File: src/rtl/alu_pkg.sv
// alu_pkg: shared definitions for the ALU sharing arbiter.
// Holds the ALU op-code map (must match the alu_control encoding), the
// arbiter FSM state encoding and op-code legality helpers.
package alu_pkg;

    // ALU control codes as understood by the shared ALU.
    localparam logic [3:0] ALU_ADD     = 4'b0000;
    localparam logic [3:0] ALU_SUB     = 4'b0001;
    localparam logic [3:0] ALU_SLL     = 4'b0010;
    localparam logic [3:0] ALU_SRL     = 4'b0011;
    localparam logic [3:0] ALU_SRA     = 4'b0100;
    localparam logic [3:0] ALU_AND     = 4'b0101;
    localparam logic [3:0] ALU_OR      = 4'b0110;
    localparam logic [3:0] ALU_XOR     = 4'b0111;
    localparam logic [3:0] ALU_OP_LAST = 4'b0111;

    // Arbiter sequencing states.
    typedef enum logic [1:0] {
        ST_IDLE = 2'b00,
        ST_EXEC = 2'b01,
        ST_RESP = 2'b10
    } arb_state_e;

    // True when the code names one of the eight implemented ALU functions.
    function automatic logic alu_op_legal(input logic [3:0] op);
        logic legal;
        case (op)
            ALU_ADD, ALU_SUB, ALU_SLL, ALU_SRL,
            ALU_SRA, ALU_AND, ALU_OR,  ALU_XOR: legal = 1'b1;
            default:                            legal = 1'b0;
        endcase
        return legal;
    endfunction

    // Code actually sent to the ALU: unknown codes fall back to add.
    function automatic logic [3:0] alu_op_effective(input logic [3:0] op);
        logic [3:0] eff;
        if (op > ALU_OP_LAST) begin
            eff = ALU_ADD;
        end else begin
            eff = op;
        end
        return eff;
    endfunction

endpackage

File: src/rtl/alu_arb_pick.sv
// alu_arb_pick: combinational two-way request picker.
// Build option ALU_ARB_RR_EN selects round-robin on contention (the port
// not granted last wins); otherwise port 0 has fixed priority.
// A single valid port is always granted in either mode.
module alu_arb_pick (
    input  logic [1:0] valid_i,
    input  logic       last_grant_i,
    output logic [1:0] grant_o
);

`ifndef ALU_ARB_RR_EN
    // History is irrelevant with fixed priority.
    logic unused_last_s;
    assign unused_last_s = last_grant_i;
`endif

    // Choose a one-hot winner among the valid requesters.
    always_comb begin
        grant_o = 2'b00;
        if (valid_i == 2'b11) begin
`ifdef ALU_ARB_RR_EN
            if (last_grant_i) begin
                grant_o = 2'b01;
            end else begin
                grant_o = 2'b10;
            end
`else
            grant_o = 2'b01;
`endif
        end else begin
            grant_o = valid_i;
        end
    end

endmodule

File: src/rtl/alu_share_arbiter.sv
// alu_share_arbiter: time-shares one combinational ALU between the core
// execute path (port 0) and the auxiliary path (port 1).
// One operation at a time: IDLE accepts, EXEC drives the ALU and captures,
// RESP presents the registered result to the granted port until taken.
// Build option ALU_ARB_RR_EN: round-robin arbitration (see alu_arb_pick).
module alu_share_arbiter
    import alu_pkg::*;
#(
    parameter int WIDTH = 32
) (
    input  logic             clk,
    input  logic             rst_n,
    input  logic             req0_valid,
    output logic             req0_ready,
    input  logic [WIDTH-1:0] req0_a,
    input  logic [WIDTH-1:0] req0_b,
    input  logic [3:0]       req0_op,
    input  logic             req1_valid,
    output logic             req1_ready,
    input  logic [WIDTH-1:0] req1_a,
    input  logic [WIDTH-1:0] req1_b,
    input  logic [3:0]       req1_op,
    output logic             rsp0_valid,
    input  logic             rsp0_ready,
    output logic             rsp1_valid,
    input  logic             rsp1_ready,
    output logic [WIDTH-1:0] rsp_result,
    output logic             rsp_zero,
    output logic             rsp_err,
    output logic [WIDTH-1:0] alu_a,
    output logic [WIDTH-1:0] alu_b,
    output logic [3:0]       alu_ctrl,
    input  logic [WIDTH-1:0] alu_result,
    input  logic             alu_zero
);

    arb_state_e       state_q, state_d;
    // Operand/op registers double as the ALU drive: they only hold
    // non-zero values while in EXEC and are cleared on leaving it.
    logic [WIDTH-1:0] a_q, a_d;
    logic [WIDTH-1:0] b_q, b_d;
    logic [3:0]       op_q, op_d;
    logic             err_q, err_d;
    logic             gnt_q, gnt_d;       // granted port id
    logic             last_q, last_d;     // last-grant pointer
    logic [WIDTH-1:0] result_q, result_d;
    logic             zero_q, zero_d;
    logic             rsp_err_q, rsp_err_d;
    logic             rsp0_valid_q, rsp0_valid_d;
    logic             rsp1_valid_q, rsp1_valid_d;

    logic [1:0]       grant_s;
    logic             idle_s;
    logic             rsp_take_s;

    alu_arb_pick u_pick (
        .valid_i      ({req1_valid, req0_valid}),
        .last_grant_i (last_q),
        .grant_o      (grant_s)
    );

    assign idle_s     = (state_q == ST_IDLE);
    assign req0_ready = idle_s & grant_s[0];
    assign req1_ready = idle_s & grant_s[1];
    // Only the granted port's ready can release the response.
    assign rsp_take_s = gnt_q ? rsp1_ready : rsp0_ready;

    assign alu_a      = a_q;
    assign alu_b      = b_q;
    assign alu_ctrl   = op_q;
    assign rsp_result = result_q;
    assign rsp_zero   = zero_q;
    assign rsp_err    = rsp_err_q;
    assign rsp0_valid = rsp0_valid_q;
    assign rsp1_valid = rsp1_valid_q;

    // Next-state and datapath-load decisions for the accept/exec/resp sequence.
    always_comb begin
        state_d      = state_q;
        a_d          = a_q;
        b_d          = b_q;
        op_d         = op_q;
        err_d        = err_q;
        gnt_d        = gnt_q;
        last_d       = last_q;
        result_d     = result_q;
        zero_d       = zero_q;
        rsp_err_d    = rsp_err_q;
        rsp0_valid_d = rsp0_valid_q;
        rsp1_valid_d = rsp1_valid_q;
        case (state_q)
            ST_IDLE: begin
                if (grant_s != 2'b00) begin
                    if (grant_s[1]) begin
                        a_d   = req1_a;
                        b_d   = req1_b;
                        op_d  = alu_op_effective(req1_op);
                        err_d = ~alu_op_legal(req1_op);
                    end else begin
                        a_d   = req0_a;
                        b_d   = req0_b;
                        op_d  = alu_op_effective(req0_op);
                        err_d = ~alu_op_legal(req0_op);
                    end
                    gnt_d   = grant_s[1];
                    last_d  = grant_s[1];
                    state_d = ST_EXEC;
                end else begin
                    state_d = ST_IDLE;
                end
            end
            ST_EXEC: begin
                result_d     = alu_result;
                zero_d       = alu_zero;
                rsp_err_d    = err_q;
                rsp0_valid_d = ~gnt_q;
                rsp1_valid_d = gnt_q;
                a_d          = {WIDTH{1'b0}};
                b_d          = {WIDTH{1'b0}};
                op_d         = 4'b0000;
                state_d      = ST_RESP;
            end
            ST_RESP: begin
                if (rsp_take_s) begin
                    rsp0_valid_d = 1'b0;
                    rsp1_valid_d = 1'b0;
                    state_d      = ST_IDLE;
                end else begin
                    state_d      = ST_RESP;
                end
            end
            default: begin
                a_d          = {WIDTH{1'b0}};
                b_d          = {WIDTH{1'b0}};
                op_d         = 4'b0000;
                rsp0_valid_d = 1'b0;
                rsp1_valid_d = 1'b0;
                state_d      = ST_IDLE;
            end
        endcase
    end

    // State and datapath registers; reset drops any in-flight operation.
    always_ff @(posedge clk or negedge rst_n) begin
        if (!rst_n) begin
            state_q      <= ST_IDLE;
            a_q          <= {WIDTH{1'b0}};
            b_q          <= {WIDTH{1'b0}};
            op_q         <= 4'b0000;
            err_q        <= 1'b0;
            gnt_q        <= 1'b0;
            last_q       <= 1'b1;
            result_q     <= {WIDTH{1'b0}};
            zero_q       <= 1'b0;
            rsp_err_q    <= 1'b0;
            rsp0_valid_q <= 1'b0;
            rsp1_valid_q <= 1'b0;
        end else begin
            state_q      <= state_d;
            a_q          <= a_d;
            b_q          <= b_d;
            op_q         <= op_d;
            err_q        <= err_d;
            gnt_q        <= gnt_d;
            last_q       <= last_d;
            result_q     <= result_d;
            zero_q       <= zero_d;
            rsp_err_q    <= rsp_err_d;
            rsp0_valid_q <= rsp0_valid_d;
            rsp1_valid_q <= rsp1_valid_d;
        end
    end

endmodule

File: config.mk
export PLATFORM = sky130hd
export DESIGN_NAME = alu_share_arbiter
export DESIGN_NICKNAME = d
export VERILOG_FILES = /design/src/rtl/alu_pkg.sv /design/src/rtl/alu_arb_pick.sv /design/src/rtl/alu_share_arbiter.sv
export SDC_FILE = /design/constraint.sdc
export NUM_CORES = 1
export LEC_CHECK = 0
export BUFFER_PORTS_ARGS = -buffer_cell sky130_fd_sc_hd__buf_2
export CAP_MARGIN = 30
export CORE_MARGIN = 3
export CORE_UTILIZATION = 48
export CTS_CLUSTER_DIAMETER = 40
export DETAILED_ROUTE_END_ITERATION = 16
export PLACE_DENSITY_LB_ADDON = 0.12
export SYNTH_ARGS = -nofsm -noshare
export SYNTH_HDL_FRONTEND = slang
export SYNTH_HIERARCHICAL = 1
export SYNTH_SLANG_ARGS = --single-unit
File: constraint.sdc
create_clock -name clk -period 3.1 [get_ports clk]
set_input_delay 0.775 -clock clk [delete_from_list [all_inputs] [get_ports clk]]
set_output_delay 0.775 -clock clk [all_outputs]
set_load 0.05 [all_outputs]
== Word-level counts from Yosys, hierarchy flattened ==
Cells that the tools add are included.

* Register bits: 108
* Input port bits: 175
* Output and inout bits: 106
* Logic and storage cells: 58

* Order comparisons: 2
* Eq/ne operators: 5
* Mux-type cells: 28
* Bitwise gates (word level): 7
* Reduce and logical (&&, ||, !) cells: 5

{| class="wikitable"
|+ Operator list
! cell !! count
|-
| two-way mux 32 bit || 4
|-
| one-hot mux 32 bit (2 select lines) || 2
|-
| two-way mux 4 bit || 4
|-
| two-way mux 1 bit || 12
|-
| greater-than comparator 4 x 3 -> 1 bit, second input constant || 2
|-
| one-hot mux 4 bit (2 select lines) || 1
|-
| one-hot mux 1 bit (3 select lines) || 2
|-
| one-hot mux 2 bit (3 select lines) || 1
|-
| AND reduction 2 bit || 3
|-
| NOT 1 bit || 5
|-
| equality test 2 bit, second input constant || 2
|-
| two-way mux 2 bit || 2
|-
| bitwise AND 1 bit || 2
|-
| equality test 2 x 1 -> 1 bit, second input constant || 1
|-
| logical NOT 2 bit || 1
|-
| != test 2 x 1 -> 1 bit, second input constant || 1
|-
| != test 2 bit, second input constant || 1
|-
| nonzero test 2 bit || 1
|}

== Longest topological paths before layout ==
* Word-level depth: 7
* Mapped depth: 8
* Depth with buffers taken out: 4

== By module ==
Netlist, hierarchy kept.

{| class="wikitable"
|+ Modules (own cells, without submodules)
! module !! times used !! cells an instance !! area an instance (um^2)
|-
| alu_share_arbiter || 1 || 413 || 5,082.4
|-
| alu_arb_pick || 1 || 2 || 10.0
|}

== Least setup slack after synthesis ==
Ideal clock, no wire load.

* Path kind: input to output
* From: in req1_valid
* To: out req1_ready
* Data arrival time: 1.708 ns
* Setup slack: 0.617 ns
* Stages on the path: 4
* Path buffers: 2
* Cell sequence: nor2b_1 -> buf_4 -> buf_2 -> and2_1

* Word-level cells in the longest chain between the ends: 3

{| class="wikitable"
|+ Ends and longest elaborated chain
! what !! RTL line !! text
|-
| from (decl) || alu_share_arbiter.sv:18 || <nowiki>input logic req1_valid,</nowiki>
|-
| equality test 2 bit || alu_arb_pick.sv:20 || <nowiki>if (valid_i == 2'b11) begin</nowiki>
|-
| two-way mux 2 bit * || alu_arb_pick.sv:20 ||
|-
| bitwise AND 1 bit * || alu_share_arbiter.sv:64 || <nowiki>assign req1_ready = idle_s & grant_s[1];</nowiki>
|-
| to (decl) || alu_share_arbiter.sv:19 || <nowiki>output logic req1_ready,</nowiki>
|}

Mark *: on every way between the ends. The rest lies on a longest branch, timed or not.

== Worst setup path in the final report ==
* From: in req0_valid
* To: out req1_ready

* Word-level cells in the longest chain between the ends: 3

{| class="wikitable"
|+ Ends and longest elaborated chain
! what !! RTL line !! text
|-
| from (decl) || alu_share_arbiter.sv:13 || <nowiki>input logic req0_valid,</nowiki>
|-
| equality test 2 bit || alu_arb_pick.sv:20 ||
|-
| two-way mux 2 bit || alu_arb_pick.sv:20 ||
|-
| named net grant_s[1] || alu_share_arbiter.sv:52 || <nowiki>logic [1:0] grant_s;</nowiki>
|-
| bitwise AND 1 bit || alu_share_arbiter.sv:64 ||
|}

The timed path passes the listed nets, and every way through them passes these cells.

==> qor.txt <==
Status -> completed
Setup violators final -> 0
Vias -> 4,318
CTS sink cnt -> 108
Crit Path Class -> input port to primary output
Largest net degree at the start of global routing -> 71
Worst Path Arrival -> 1.61 ns
CTS hold repair buffers -> 0
Slowest CP cell -> buf_2
Routed len/inst -> 17.40 um
WL final -> 14,020 um
Count of input and output buffers -> 280
Critical Path Source Type -> input port
CP Max Fanout -> 6
Peak Freq -> 420.0 MHz
Clock Skew -> 0.01637 ns
Clock buffer depth -> 2
Crit-path cells -> buf_2 > nor2b_4 > and2_1 > buf_2
Final ANT Viol Nets -> 0
Number of fillers in the final layout -> 839
Synthesized net count -> 588
Number of global-route vias before repair -> 4,290
Worst vdd ir -> 550.5 uV
Register clock-pin slew on the reported worst setup and hold paths -> 0.11 ns
Reg area -> 0.002705 mm2
Die area -> 0.01181 mm2
RSZ-0062 raised after global routing -> false
Worst-Margin Slew -> 0.8677 ns
Pwr Total -> 0.007637 W
Fin cells -> 806
Initial Util -> 50.59%
Final period util -> 76.80%
Die Height -> 108.7 um
Max Slew Vio Count -> 0
H-Tree Depth -> 3
CTS tree -> done
CP Capture Type -> primary output
LEAKAGE -> 3.805 nW
WP data required -> 2.32 ns
Syn Area/Cell -> 12.25 um2
Placed cells -> 790
Gate count after technology mapping -> 413
TritonRoute pass-1 iters -> 4
Pre-CTS WS -> 0.7202 ns
Headroom to the max-slew limit -> 42.15%
Hpwl dp -> 10,360 um
Setup Fix Bufs, Post-CTS -> 0
Initial antenna violation count -> 0
Clk_lat worst skew -> 0.36 ns
Overflow after GRT -> 0
Syn. warnings -> 6
RePlAce Congestion -> 0.7617
Initial DRC Count -> 149
Nets -> 843
Vias/cell -> 5.357
Die Wd -> 108.7 um
Hold Fails Final Rpt -> 0
CTS Buf Count -> 9
First-pass GRT wire length -> 21,110 um
Commonest non-fill, non-tap cell in the layout -> buf_2
FF-to-FF path depth -> 3
Crit path time final -> 2.381 ns
CTS Root Cell -> clkbuf_8
Diode count -> 0
Multi-input gate area -> 0.002137 mm2
Most frequent cells in the layout -> buf_2, dfrtp_1, mux2i_1, a21o_1, nor4_1
Cts repair resizes -> 0
Total global-route track usage -> 22.58%
Num rows -> 36
Core box area -> 0.01000 mm2
Setup TNS -> 0 ns
Area post-placement -> 0.006513 mm2
Share of layout cells above drive strength 1 -> 46.06%
Most frequent CP cell -> buf_2
Area growth syn-to-layout -> 32.50%
I/O Pins -> 281
Max cap viols -> 0
Residual DRC -> 0
Worst min path class -> input port to asynchronous set/reset pin
Delay of the slowest cell on the worst path -> 0.27 ns
Setup ws final -> 0.7192 ns
PD cells -> 1139 mW/mm2
Mapped Area -> 0.005059 mm2
Final Cell Area -> 0.006703 mm2
worst paths after layout:
check	startpoint	endpoint	slack (ns)
worst min register to register	alu_b[18]	alu_b[18]	0.48
max in group asynchronous	rst_n	alu_b[25]	1.91
worst max-delay path	req0_valid	req1_ready	0.72
worst min-delay path	rst_n	alu_b[21]	0.42
worst max register to register	state_q[0]	rsp_result[13]	0.77
min in group clk	alu_b[18]	alu_b[18]	0.48
metrics by stage:
stage / hold WS [ns] / utilization (%)
floorplan: 0.4733 / -
global placement: 0.4535 / 65.13
detailed placement: 0.4601 / 65.13
CTS: 0.4454 / 67.03
global route: 0.4677 / 67.03
finish: 0.4239 / 67.03
report_power, final:
part | switching [W] | internal (W)
Sequential | 0.000331 | 0.00204
Combinational | 0.00333 | 0.00111
Clock | 0.000515 | 0.000313
critical path: cells and delay by family:
kind                   cells  cell delay [ns]
buffers and inverters      2             0.42
AND/OR/NAND/NOR            2             0.40
metal layers:
layer	GRT usage, %	part of all wire [%]	up-vias	wire length (um)
li1	-	-	2048	-
met1	27.97	39	2077	5526
met2	39.72	51	175	7155
met3	4.677	7.7	18	1081
met4	6.943	1.8	0	257
met5	0	0	-	0
flip-flops by register name, summed over array words and instances, names as in the netlist:
| register | cells |
|---|---|
| rsp_err | 1 |
| rsp_zero | 1 |
| alu_ctrl | 4 |
| gnt_q | 1 |
| err_q | 1 |
| rsp0_valid | 1 |
| alu_b | 32 |
| rsp1_valid | 1 |
| rsp_result | 32 |
| state_q | 2 |
| alu_a | 32 |
cell type report:
class	instances	share of cell area, %
Sequential cell	108	40.36
Inverter	4	0.2240
Clock inverter	7	0.9894
Multi-Input combinational cell	257	31.88
Clock buffer	9	1.848
Tap cell	133	2.483
Timing Repair Buffer	288	22.21
Note: power is estimated with default switching activity, not from simulation.
